**config.mk**
```make
export PLATFORM = sky130hd
export DESIGN_NAME = ex_stage_flat
export DESIGN_NICKNAME = d
export VERILOG_FILES = /design/src/rtl/ex_if.sv /design/src/rtl/ex_stage.sv /design/src/flat_wrapper.sv
export SDC_FILE = /design/constraint.sdc
export NUM_CORES = 1
export LEC_CHECK = 0
export BUFFER_PORTS_ARGS = -buffer_cell sky130_fd_sc_hd__buf_2
export CAP_MARGIN = 25
export CORE_ASPECT_RATIO = 0.9
export CORE_UTILIZATION = 43
export CTS_CLUSTER_DIAMETER = 150
export CTS_CLUSTER_SIZE = 16
export DETAILED_ROUTE_END_ITERATION = 16
export PLACE_DENSITY_LB_ADDON = 0.05
export SLEW_MARGIN = 20
export SYNTH_ARGS = -nofsm -noshare
export SYNTH_HDL_FRONTEND = slang
export SYNTH_SLANG_ARGS = --single-unit
```
**constraint.sdc**
```tcl
create_clock -name clk -period 6.8 [get_ports clk]
set_input_delay 1.36 -clock clk [delete_from_list [all_inputs] [get_ports clk]]
set_output_delay 1.36 -clock clk [all_outputs]
set_load 0.01 [all_outputs]
```
**src/rtl/ex_if.sv**
```systemverilog
// ID/EX-to-EX/MEM bundle for the execute stage: instruction controls and operands in,
// EX/MEM payload, stall and redirect out.
interface ex_if;
    localparam int unsigned W    = 16;
    localparam int unsigned WB_W = 23;

    logic [WB_W-1:0] wb;
    logic            m;
    logic [3:0]      aluop;
    logic            alusrc1;
    logic [1:0]      alusrc2;
    logic            id_update;
    logic            jr;
    logic            pcload;
    logic            exec;
    logic [W-1:0]    pc_plus_1;
    logic [W-1:0]    dataa;
    logic [W-1:0]    datab;
    logic [11:0]     jumpaddr;
    logic [3:0]      imm_value;
    logic [7:0]      branchaddr;

    logic            ex_stall;
    logic            redirect;
    logic [W-1:0]    target;
    logic [WB_W-1:0] wb_out;
    logic            m_out;
    logic [W-1:0]    result;
    logic [W-1:0]    store_data;
    logic [3:0]      flags;

    modport master (
        output wb, m, aluop, alusrc1, alusrc2, id_update, jr, pcload, exec,
               pc_plus_1, dataa, datab, jumpaddr, imm_value, branchaddr,
        input  ex_stall, redirect, target, wb_out, m_out, result, store_data, flags
    );

    modport slave (
        input  wb, m, aluop, alusrc1, alusrc2, id_update, jr, pcload, exec,
               pc_plus_1, dataa, datab, jumpaddr, imm_value, branchaddr,
        output ex_stall, redirect, target, wb_out, m_out, result, store_data, flags
    );
endinterface

```
**src/rtl/ex_stage.sv**
```systemverilog
// Execute stage: operand select, single-cycle ALU, 16-iteration shift-add multiplier,
// jump/branch resolution and the {Z,N,C,V} flags register feeding EX/MEM.
module ex_stage (
    input  logic clk,
    input  logic rst,
    ex_if.slave  bus
);
    localparam int unsigned W     = 16;
    localparam int unsigned WB_W  = 23;
    localparam int unsigned CNT_W = 4;

    localparam logic [3:0]       OP_ADD  = 4'd0;
    localparam logic [3:0]       OP_SUB  = 4'd1;
    localparam logic [3:0]       OP_AND  = 4'd2;
    localparam logic [3:0]       OP_OR   = 4'd3;
    localparam logic [3:0]       OP_XOR  = 4'd4;
    localparam logic [3:0]       OP_NOT  = 4'd5;
    localparam logic [3:0]       OP_SLL  = 4'd6;
    localparam logic [3:0]       OP_SRL  = 4'd7;
    localparam logic [3:0]       OP_SRA  = 4'd8;
    localparam logic [3:0]       OP_MUL  = 4'd9;
    localparam logic [3:0]       OP_PASS = 4'd10;
    localparam logic [CNT_W-1:0] CNT_LAST = CNT_W'(15);

    typedef enum logic [0:0] {IDLE, BUSY} state_e;

    state_e           state_q, state_d;
    logic [CNT_W-1:0] cnt_q, cnt_d;
    logic [W-1:0]     mcand_q, mcand_d;
    logic [W-1:0]     mplier_q, mplier_d;
    logic [W-1:0]     acc_q, acc_d;
    logic [WB_W-1:0]  wb_hold_q, wb_hold_d;
    logic             m_hold_q, m_hold_d;
    logic             upd_hold_q, upd_hold_d;
    logic [W-1:0]     st_hold_q, st_hold_d;
    logic [WB_W-1:0]  wb_out_q, wb_out_d;
    logic             m_out_q, m_out_d;
    logic [W-1:0]     result_q, result_d;
    logic [W-1:0]     store_q, store_d;
    logic [3:0]       flags_q, flags_d;

    logic [W-1:0]     op_a, op_b;
    logic [W:0]       sum17;
    logic [W-1:0]     alu_res;
    logic             alu_c, alu_v;
    logic             mul_go, stall_c;
    logic             redirect_c;
    logic [W-1:0]     target_c;
    logic [W-1:0]     acc_next;

    // Operand select and single-cycle ALU
    always_comb begin
        op_a    = bus.alusrc1 ? bus.pc_plus_1 : bus.dataa;
        op_b    = bus.datab;
        sum17   = '0;
        alu_res = '0;
        alu_c   = 1'b0;
        alu_v   = 1'b0;
        case (bus.alusrc2)
            2'd0:    op_b = bus.datab;
            2'd1:    op_b = {12'd0, bus.imm_value};
            2'd2:    op_b = {{8{bus.branchaddr[7]}}, bus.branchaddr};
            default: op_b = W'(1);
        endcase
        case (bus.aluop)
            OP_ADD: begin
                sum17   = {1'b0, op_a} + {1'b0, op_b};
                alu_res = sum17[W-1:0];
                alu_c   = sum17[W];
                alu_v   = (op_a[W-1] == op_b[W-1]) && (alu_res[W-1] != op_a[W-1]);
            end
            OP_SUB: begin
                sum17   = {1'b0, op_a} + {1'b0, ~op_b} + (W+1)'(1);
                alu_res = sum17[W-1:0];
                alu_c   = sum17[W];
                alu_v   = (op_a[W-1] != op_b[W-1]) && (alu_res[W-1] != op_a[W-1]);
            end
            OP_AND:  alu_res = op_a & op_b;
            OP_OR:   alu_res = op_a | op_b;
            OP_XOR:  alu_res = op_a ^ op_b;
            OP_NOT:  alu_res = ~op_a;
            OP_SLL:  alu_res = op_a << op_b[3:0];
            OP_SRL:  alu_res = op_a >> op_b[3:0];
            OP_SRA:  alu_res = W'($signed(op_a) >>> op_b[3:0]);
            OP_PASS: alu_res = op_b;
            default: alu_res = '0;
        endcase
    end

    // Stall and control transfer; a multiply in flight never redirects
    always_comb begin
        mul_go     = (state_q == IDLE) && (bus.aluop == OP_MUL);
        stall_c    = mul_go || (state_q == BUSY);
        redirect_c = 1'b0;
        target_c   = '0;
        if (!stall_c) begin
            if (bus.jr) begin
                redirect_c = 1'b1;
                target_c   = bus.dataa;
            end else if (bus.pcload) begin
                redirect_c = 1'b1;
                target_c   = {bus.pc_plus_1[15:12], bus.jumpaddr};
            end else if (bus.exec && flags_q[3]) begin
                redirect_c = 1'b1;
                target_c   = bus.pc_plus_1 + {{8{bus.branchaddr[7]}}, bus.branchaddr};
            end
        end
    end

    // Next-state: multiplier FSM and EX/MEM register; EX/MEM defaults to a bubble
    always_comb begin
        state_d    = state_q;
        cnt_d      = cnt_q;
        mcand_d    = mcand_q;
        mplier_d   = mplier_q;
        acc_d      = acc_q;
        wb_hold_d  = wb_hold_q;
        m_hold_d   = m_hold_q;
        upd_hold_d = upd_hold_q;
        st_hold_d  = st_hold_q;
        wb_out_d   = '0;
        m_out_d    = 1'b0;
        result_d   = '0;
        store_d    = '0;
        flags_d    = flags_q;
        acc_next   = mplier_q[0] ? (acc_q + mcand_q) : acc_q;
        case (state_q)
            IDLE: begin
                if (mul_go) begin
                    state_d    = BUSY;
                    cnt_d      = '0;
                    mcand_d    = op_a;
                    mplier_d   = op_b;
                    acc_d      = '0;
                    wb_hold_d  = bus.wb;
                    m_hold_d   = bus.m;
                    upd_hold_d = bus.id_update;
                    st_hold_d  = bus.datab;
                end else begin
                    wb_out_d = bus.wb;
                    m_out_d  = bus.m;
                    result_d = alu_res;
                    store_d  = bus.datab;
                    if (bus.id_update) begin
                        flags_d = {alu_res == '0, alu_res[W-1], alu_c, alu_v};
                    end
                end
            end
            BUSY: begin
                acc_d    = acc_next;
                mcand_d  = mcand_q << 1;
                mplier_d = mplier_q >> 1;
                cnt_d    = cnt_q + CNT_W'(1);
                if (cnt_q == CNT_LAST) begin
                    state_d  = IDLE;
                    wb_out_d = wb_hold_q;
                    m_out_d  = m_hold_q;
                    result_d = acc_next;
                    store_d  = st_hold_q;
                    if (upd_hold_q) begin
                        flags_d = {acc_next == '0, acc_next[W-1], 1'b0, 1'b0};
                    end
                end
            end
            default: state_d = IDLE;
        endcase
    end

    always_ff @(posedge clk) begin
        if (rst) begin
            state_q    <= IDLE;
            cnt_q      <= '0;
            mcand_q    <= '0;
            mplier_q   <= '0;
            acc_q      <= '0;
            wb_hold_q  <= '0;
            m_hold_q   <= 1'b0;
            upd_hold_q <= 1'b0;
            st_hold_q  <= '0;
            wb_out_q   <= '0;
            m_out_q    <= 1'b0;
            result_q   <= '0;
            store_q    <= '0;
            flags_q    <= '0;
        end else begin
            state_q    <= state_d;
            cnt_q      <= cnt_d;
            mcand_q    <= mcand_d;
            mplier_q   <= mplier_d;
            acc_q      <= acc_d;
            wb_hold_q  <= wb_hold_d;
            m_hold_q   <= m_hold_d;
            upd_hold_q <= upd_hold_d;
            st_hold_q  <= st_hold_d;
            wb_out_q   <= wb_out_d;
            m_out_q    <= m_out_d;
            result_q   <= result_d;
            store_q    <= store_d;
            flags_q    <= flags_d;
        end
    end

    assign bus.ex_stall   = stall_c;
    assign bus.redirect   = redirect_c;
    assign bus.target     = target_c;
    assign bus.wb_out     = wb_out_q;
    assign bus.m_out      = m_out_q;
    assign bus.result     = result_q;
    assign bus.store_data = store_q;
    assign bus.flags      = flags_q;
endmodule

```
**src/flat_wrapper.sv**
```systemverilog
// flat-port wrapper written by rule: the top's interface ports become plain ports
module ex_stage_flat 
  (clk, rst, bus_wb, bus_m, bus_aluop, bus_alusrc1, bus_alusrc2, bus_id_update, bus_jr, bus_pcload, bus_exec, bus_pc_plus_1, bus_dataa, bus_datab, bus_jumpaddr, bus_imm_value, bus_branchaddr, bus_ex_stall, bus_redirect, bus_target, bus_wb_out, bus_m_out, bus_result, bus_store_data, bus_flags);
  ex_if bus_i ();
  input  logic clk;
  input  logic rst;
  input wire logic [$bits(bus_i.wb)-1:0] bus_wb;
  input wire logic [$bits(bus_i.m)-1:0] bus_m;
  input wire logic [$bits(bus_i.aluop)-1:0] bus_aluop;
  input wire logic [$bits(bus_i.alusrc1)-1:0] bus_alusrc1;
  input wire logic [$bits(bus_i.alusrc2)-1:0] bus_alusrc2;
  input wire logic [$bits(bus_i.id_update)-1:0] bus_id_update;
  input wire logic [$bits(bus_i.jr)-1:0] bus_jr;
  input wire logic [$bits(bus_i.pcload)-1:0] bus_pcload;
  input wire logic [$bits(bus_i.exec)-1:0] bus_exec;
  input wire logic [$bits(bus_i.pc_plus_1)-1:0] bus_pc_plus_1;
  input wire logic [$bits(bus_i.dataa)-1:0] bus_dataa;
  input wire logic [$bits(bus_i.datab)-1:0] bus_datab;
  input wire logic [$bits(bus_i.jumpaddr)-1:0] bus_jumpaddr;
  input wire logic [$bits(bus_i.imm_value)-1:0] bus_imm_value;
  input wire logic [$bits(bus_i.branchaddr)-1:0] bus_branchaddr;
  output wire logic [$bits(bus_i.ex_stall)-1:0] bus_ex_stall;
  output wire logic [$bits(bus_i.redirect)-1:0] bus_redirect;
  output wire logic [$bits(bus_i.target)-1:0] bus_target;
  output wire logic [$bits(bus_i.wb_out)-1:0] bus_wb_out;
  output wire logic [$bits(bus_i.m_out)-1:0] bus_m_out;
  output wire logic [$bits(bus_i.result)-1:0] bus_result;
  output wire logic [$bits(bus_i.store_data)-1:0] bus_store_data;
  output wire logic [$bits(bus_i.flags)-1:0] bus_flags;
  assign bus_i.wb = bus_wb;
  assign bus_i.m = bus_m;
  assign bus_i.aluop = bus_aluop;
  assign bus_i.alusrc1 = bus_alusrc1;
  assign bus_i.alusrc2 = bus_alusrc2;
  assign bus_i.id_update = bus_id_update;
  assign bus_i.jr = bus_jr;
  assign bus_i.pcload = bus_pcload;
  assign bus_i.exec = bus_exec;
  assign bus_i.pc_plus_1 = bus_pc_plus_1;
  assign bus_i.dataa = bus_dataa;
  assign bus_i.datab = bus_datab;
  assign bus_i.jumpaddr = bus_jumpaddr;
  assign bus_i.imm_value = bus_imm_value;
  assign bus_i.branchaddr = bus_branchaddr;
  assign bus_ex_stall = bus_i.ex_stall;
  assign bus_redirect = bus_i.redirect;
  assign bus_target = bus_i.target;
  assign bus_wb_out = bus_i.wb_out;
  assign bus_m_out = bus_i.m_out;
  assign bus_result = bus_i.result;
  assign bus_store_data = bus_i.store_data;
  assign bus_flags = bus_i.flags;
  ex_stage u_core (.clk(clk), .rst(rst), .bus(bus_i));
endmodule
```
==> results.yml <==
detailed_routing:
  routed_wire_length_per_instance_um: 22.2
  via_count: 13100
  remaining_drc_errors: 0
  vias_per_cell: 6.18
  detailedRoute.firstPassIterationCount: 8
  drt.antenna.violating_nets: 0
  total_wirelength_um: 47000
  drt-initial-drc-count: 1422
grt:
  groute.layer.met2.usage: 0.469
  first_pass_grt_wire_length_um: 71300
  antenna_violations_before_repair: 1
  top_usage_layer: "met2"
  grt_start_max_net_pins: 92
  use_met1: 0.429
  via_count_of_the_first_global_routing_pass: 12100
  gr-usage-met3: 0.0783
  grt_remaining_overflow: 0
  grt_use_total: 0.315
flow_run:
  maxCapViolations: 0
floorplanning:
  dieWidth_um: 180
  start_util: 0.438
  die_y_um: 162
  boundaryPins: 187
  placementRows: 58
  die_area_mm2: 0.0292
  core_area_mm2: 0.0280
clocking:
  cts_repair_resize_count: 0
  ctsHtreeMaxLevel: 4
  clock_tree_buf_depth: 2
  clkSlewWorstSetupHoldPaths_ps: 70
  cts_hold_repair.buffers: 0
  tritoncts: "built"
  post_cts.repair.setup_buffers: 0
  clock_insertion_delay_worst_skew_ps: 430
  cts.sink_count: 154
  tritoncts.num_buffers: 17
  cts_root_buf: "sky130_fd_sc_hd__clkbuf_16"
power_and_ir_drop:
  internal-power_w: 0.00174
  power-per-cell-area_mw_per_mm2: 196
  clockPowerShare: 0.342
  power.share.combinational: 0.311
  sequentialPowerShare: 0.347
  power_w: 0.00276
  leak_pwr_nw: 5.84
  vdd_drop_max_uv: 174
  netSwitchingFraction: 0.370
  p_switching_w: 0.00102
synth:
  async_reset_ff_frac: 0
  synth-seq-cells: 154
  post_synth.cell_area_avg_um2: 7.58
  syn_nets: 1819
  yosysTopAreaCell: "sky130_fd_sc_hd__dfxtp_1"
  synth_warnings: 0
  cell_count_after_synthesis: 1621
  yosys.cell_types.count: 89
  synth-main-ff-cell: "sky130_fd_sc_hd__dfxtp_1"
  netlist_area_mm2: 0.0123
  yosys-top-cells-count: "sky130_fd_sc_hd__nor2_1, sky130_fd_sc_hd__a21oi_1, sky130_fd_sc_hd__nand2_1"
  yosysSeqAreaShare: 0.251
  yosys.cell_count.top_type: "sky130_fd_sc_hd__nor2_1"
  synth_top_area_frac: 0.251
  synth-edff-count: 0
  ys_top_cells_by_area: "sky130_fd_sc_hd__dfxtp_1, sky130_fd_sc_hd__ha_1, sky130_fd_sc_hd__nor2_1"
timing:
  finalHoldViolations: 0
  slew_headroom: 0.237
  slew_viol_final: 0
  grt_setup_unrepaired: "false"
  finalCritPeriodShare: 0.841
  worst_slew_pin_slew_ps: 1110
  setup_violations: 0
  fin_tns_setup_ps: 0
  fmax_mhz: 175
  clock_tree_skew_after_final_layout_ps: 13.5
  timing.final.crit_period_ps: 5720
final_layout:
  final_layout_size_suffix_gt1_frac: 0.181
  multi_input_area_mm2: 0.00851
  areaGrowthSynthToFinish_pct: 14.6
  fillCellCount: 2805
  layout.area.seq_mm2: 0.00309
  finish.net_count: 1940
  final-instance-count-excl-fill: 2115
  stdcell_area_mm2: 0.0141
  num_antenna_cells: 0
place:
  dp_cells: 2083
  gp_routability_congestion: 0.989
  dpl-instance-area_mm2: 0.0135
  hpwl_um: 35000
  port_buffers: 186
setup_path:
  timing.critical_path.from_type: "input port"
  critPathRequiredTime_ps: 5440
  arrival_ps: 4360
  path_max_fanout: 3
  setup.worst_path.class: "input port to primary output"
  end_kind: "primary output"
hold_path:
  hold_path.class: "flop to flop"
outcome:
  outcome: "finished clean"
## flip-flops by register name (all words and copies together) (netlist names), 16 cells and up
register               cells
u_core.bus.result         16
u_core.bus.store_data     16
u_core.mcand_q            16
u_core.bus.wb_out         23
u_core.st_hold_q          16
u_core.acc_q              16
u_core.mplier_q           16
u_core.wb_hold_q          23
## per-layer routing
| layer | up-vias | wire length [µm] |
|---|---|---|
| met3 | 98 | 4290 |
| met4 | 2 | 1910 |
| li1 | 6181 | - |
| met2 | 646 | 19700 |
| met1 | 6143 | 21100 |
| met5 | - | 13 |
## cells in the final DEF (no fill, tap or decap), types with 7 or more instances in the layout
cell type | netlist | routed
sky130_fd_sc_hd__nor2_1 | 223 | 222
sky130_fd_sc_hd__buf_2 | 13 | 185
sky130_fd_sc_hd__a21oi_1 | 165 | 165
sky130_fd_sc_hd__nand2_1 | 158 | 158
sky130_fd_sc_hd__dfxtp_1 | 154 | 153
sky130_fd_sc_hd__ha_1 | 85 | 85
sky130_fd_sc_hd__o21ai_0 | 67 | 67
sky130_fd_sc_hd__a22oi_1 | 59 | 59
sky130_fd_sc_hd__mux2i_1 | 46 | 46
sky130_fd_sc_hd__inv_1 | 45 | 45
sky130_fd_sc_hd__buf_4 | 1 | 38
sky130_fd_sc_hd__a211oi_1 | 35 | 35
sky130_fd_sc_hd__nor3_1 | 34 | 34
sky130_fd_sc_hd__o211ai_1 | 28 | 28
sky130_fd_sc_hd__nand2b_1 | 23 | 23
sky130_fd_sc_hd__xnor2_1 | 23 | 23
sky130_fd_sc_hd__nand3_1 | 21 | 21
sky130_fd_sc_hd__a221oi_1 | 20 | 20
sky130_fd_sc_hd__mux2_2 | 18 | 18
sky130_fd_sc_hd__clkbuf_16 | 0 | 17
sky130_fd_sc_hd__nor3b_1 | 16 | 15
sky130_fd_sc_hd__nor2b_1 | 15 | 14
sky130_fd_sc_hd__a21o_1 | 14 | 14
sky130_fd_sc_hd__a31oi_1 | 14 | 14
sky130_fd_sc_hd__a221o_1 | 14 | 14
sky130_fd_sc_hd__o22ai_1 | 14 | 14
sky130_fd_sc_hd__o21a_1 | 12 | 12
sky130_fd_sc_hd__o2111ai_1 | 12 | 12
sky130_fd_sc_hd__o31ai_1 | 10 | 10
sky130_fd_sc_hd__o221ai_1 | 9 | 9
sky130_fd_sc_hd__nor4_1 | 8 | 7
sky130_fd_sc_hd__or4_1 | 7 | 7
sky130_fd_sc_hd__o21ai_1 | 7 | 7
## cells by family (layout without fill, tap and decap cells)
kind of cell               after synthesis  after routing  synth area share
and+or+nand+nor                        548            548             0.203
adders and majority gates               89             89            0.0931
xor gates and xnor gates                29             29            0.0207
DFF                                    154            154             0.251
muxes                                   78             78            0.0732
AOI/OAI and AO/OA                      546            546             0.299
buffers and inverters                  177            311            0.0603
## layout make-up
cell class              instances  area share
well taps                     360      0.0320
inverters                      56      0.0152
multi-input cells            1290       0.605
repair buffers                223      0.0861
flip-flops and latches        154       0.219
clock inverters                15      0.0124
clock buffers                  17      0.0302
## critical path, stage by stage
cell                       delay [ps]
sky130_fd_sc_hd__buf_2            120
sky130_fd_sc_hd__ha_1             240
sky130_fd_sc_hd__fa_1             400
sky130_fd_sc_hd__a21o_1           170
sky130_fd_sc_hd__a21o_1           200
sky130_fd_sc_hd__a21o_1           180
sky130_fd_sc_hd__a21o_1           200
sky130_fd_sc_hd__a21o_1           200
sky130_fd_sc_hd__a41oi_1          290
sky130_fd_sc_hd__a21oi_1          160
sky130_fd_sc_hd__a31oi_1          230
sky130_fd_sc_hd__xnor2_1           90
sky130_fd_sc_hd__a221oi_1         280
sky130_fd_sc_hd__nor2_1            90
sky130_fd_sc_hd__buf_2            140
## stage by stage
| step | utilization | setup WS [ps] | hold slack, ps |
|---|---|---|---|
| after global placement | 0.481 | 996 | 441 |
| after floorplan | - | 1540 | 436 |
| after CTS | 0.502 | 1140 | 456 |
| final | 0.502 | 1080 | 455 |
| after global routing | 0.502 | 775 | 475 |
| after detailed placement | 0.481 | 885 | 446 |
## power groups by stage
| stage | clock network, W | logic, W | registers [W] |
|---|---|---|---|
| 4_1_cts | 0.000972 | 0.000837 | 0.000959 |
| 6_report | 0.000945 | 0.000859 | 0.000959 |
| 3_5_place_dp | 0 | 0.000833 | 0.000979 |
| 2_1_floorplan | 0 | 0.000539 | 0.000987 |
| 5_1_grt | 0.00100 | 0.000920 | 0.000962 |
| 3_3_place_gp | 0 | 0.000836 | 0.000979 |
## final timing paths
| check | start | to | slack [ps] | cells past startpoint |
|---|---|---|---|---|
| worst max-delay path | bus_branchaddr[0] | bus_target[14] | 1080 | 15 |
| worst min-delay path | u_core.wb_hold_q[12]$_SDFFE_PP0P_ | u_core.wb_hold_q[12]$_SDFFE_PP0P_ | 460 | 2 |
| worst max register to register | u_core.mcand_q[0]$_SDFFE_PP0N_ | u_core.bus.flags[3]$_SDFFE_PP0P_ | 2890 | 12 |
| worst min register to register | u_core.wb_hold_q[12]$_SDFFE_PP0P_ | u_core.wb_hold_q[12]$_SDFFE_PP0P_ | 460 | 2 |
Note: power is estimated with default switching activity, not from simulation.
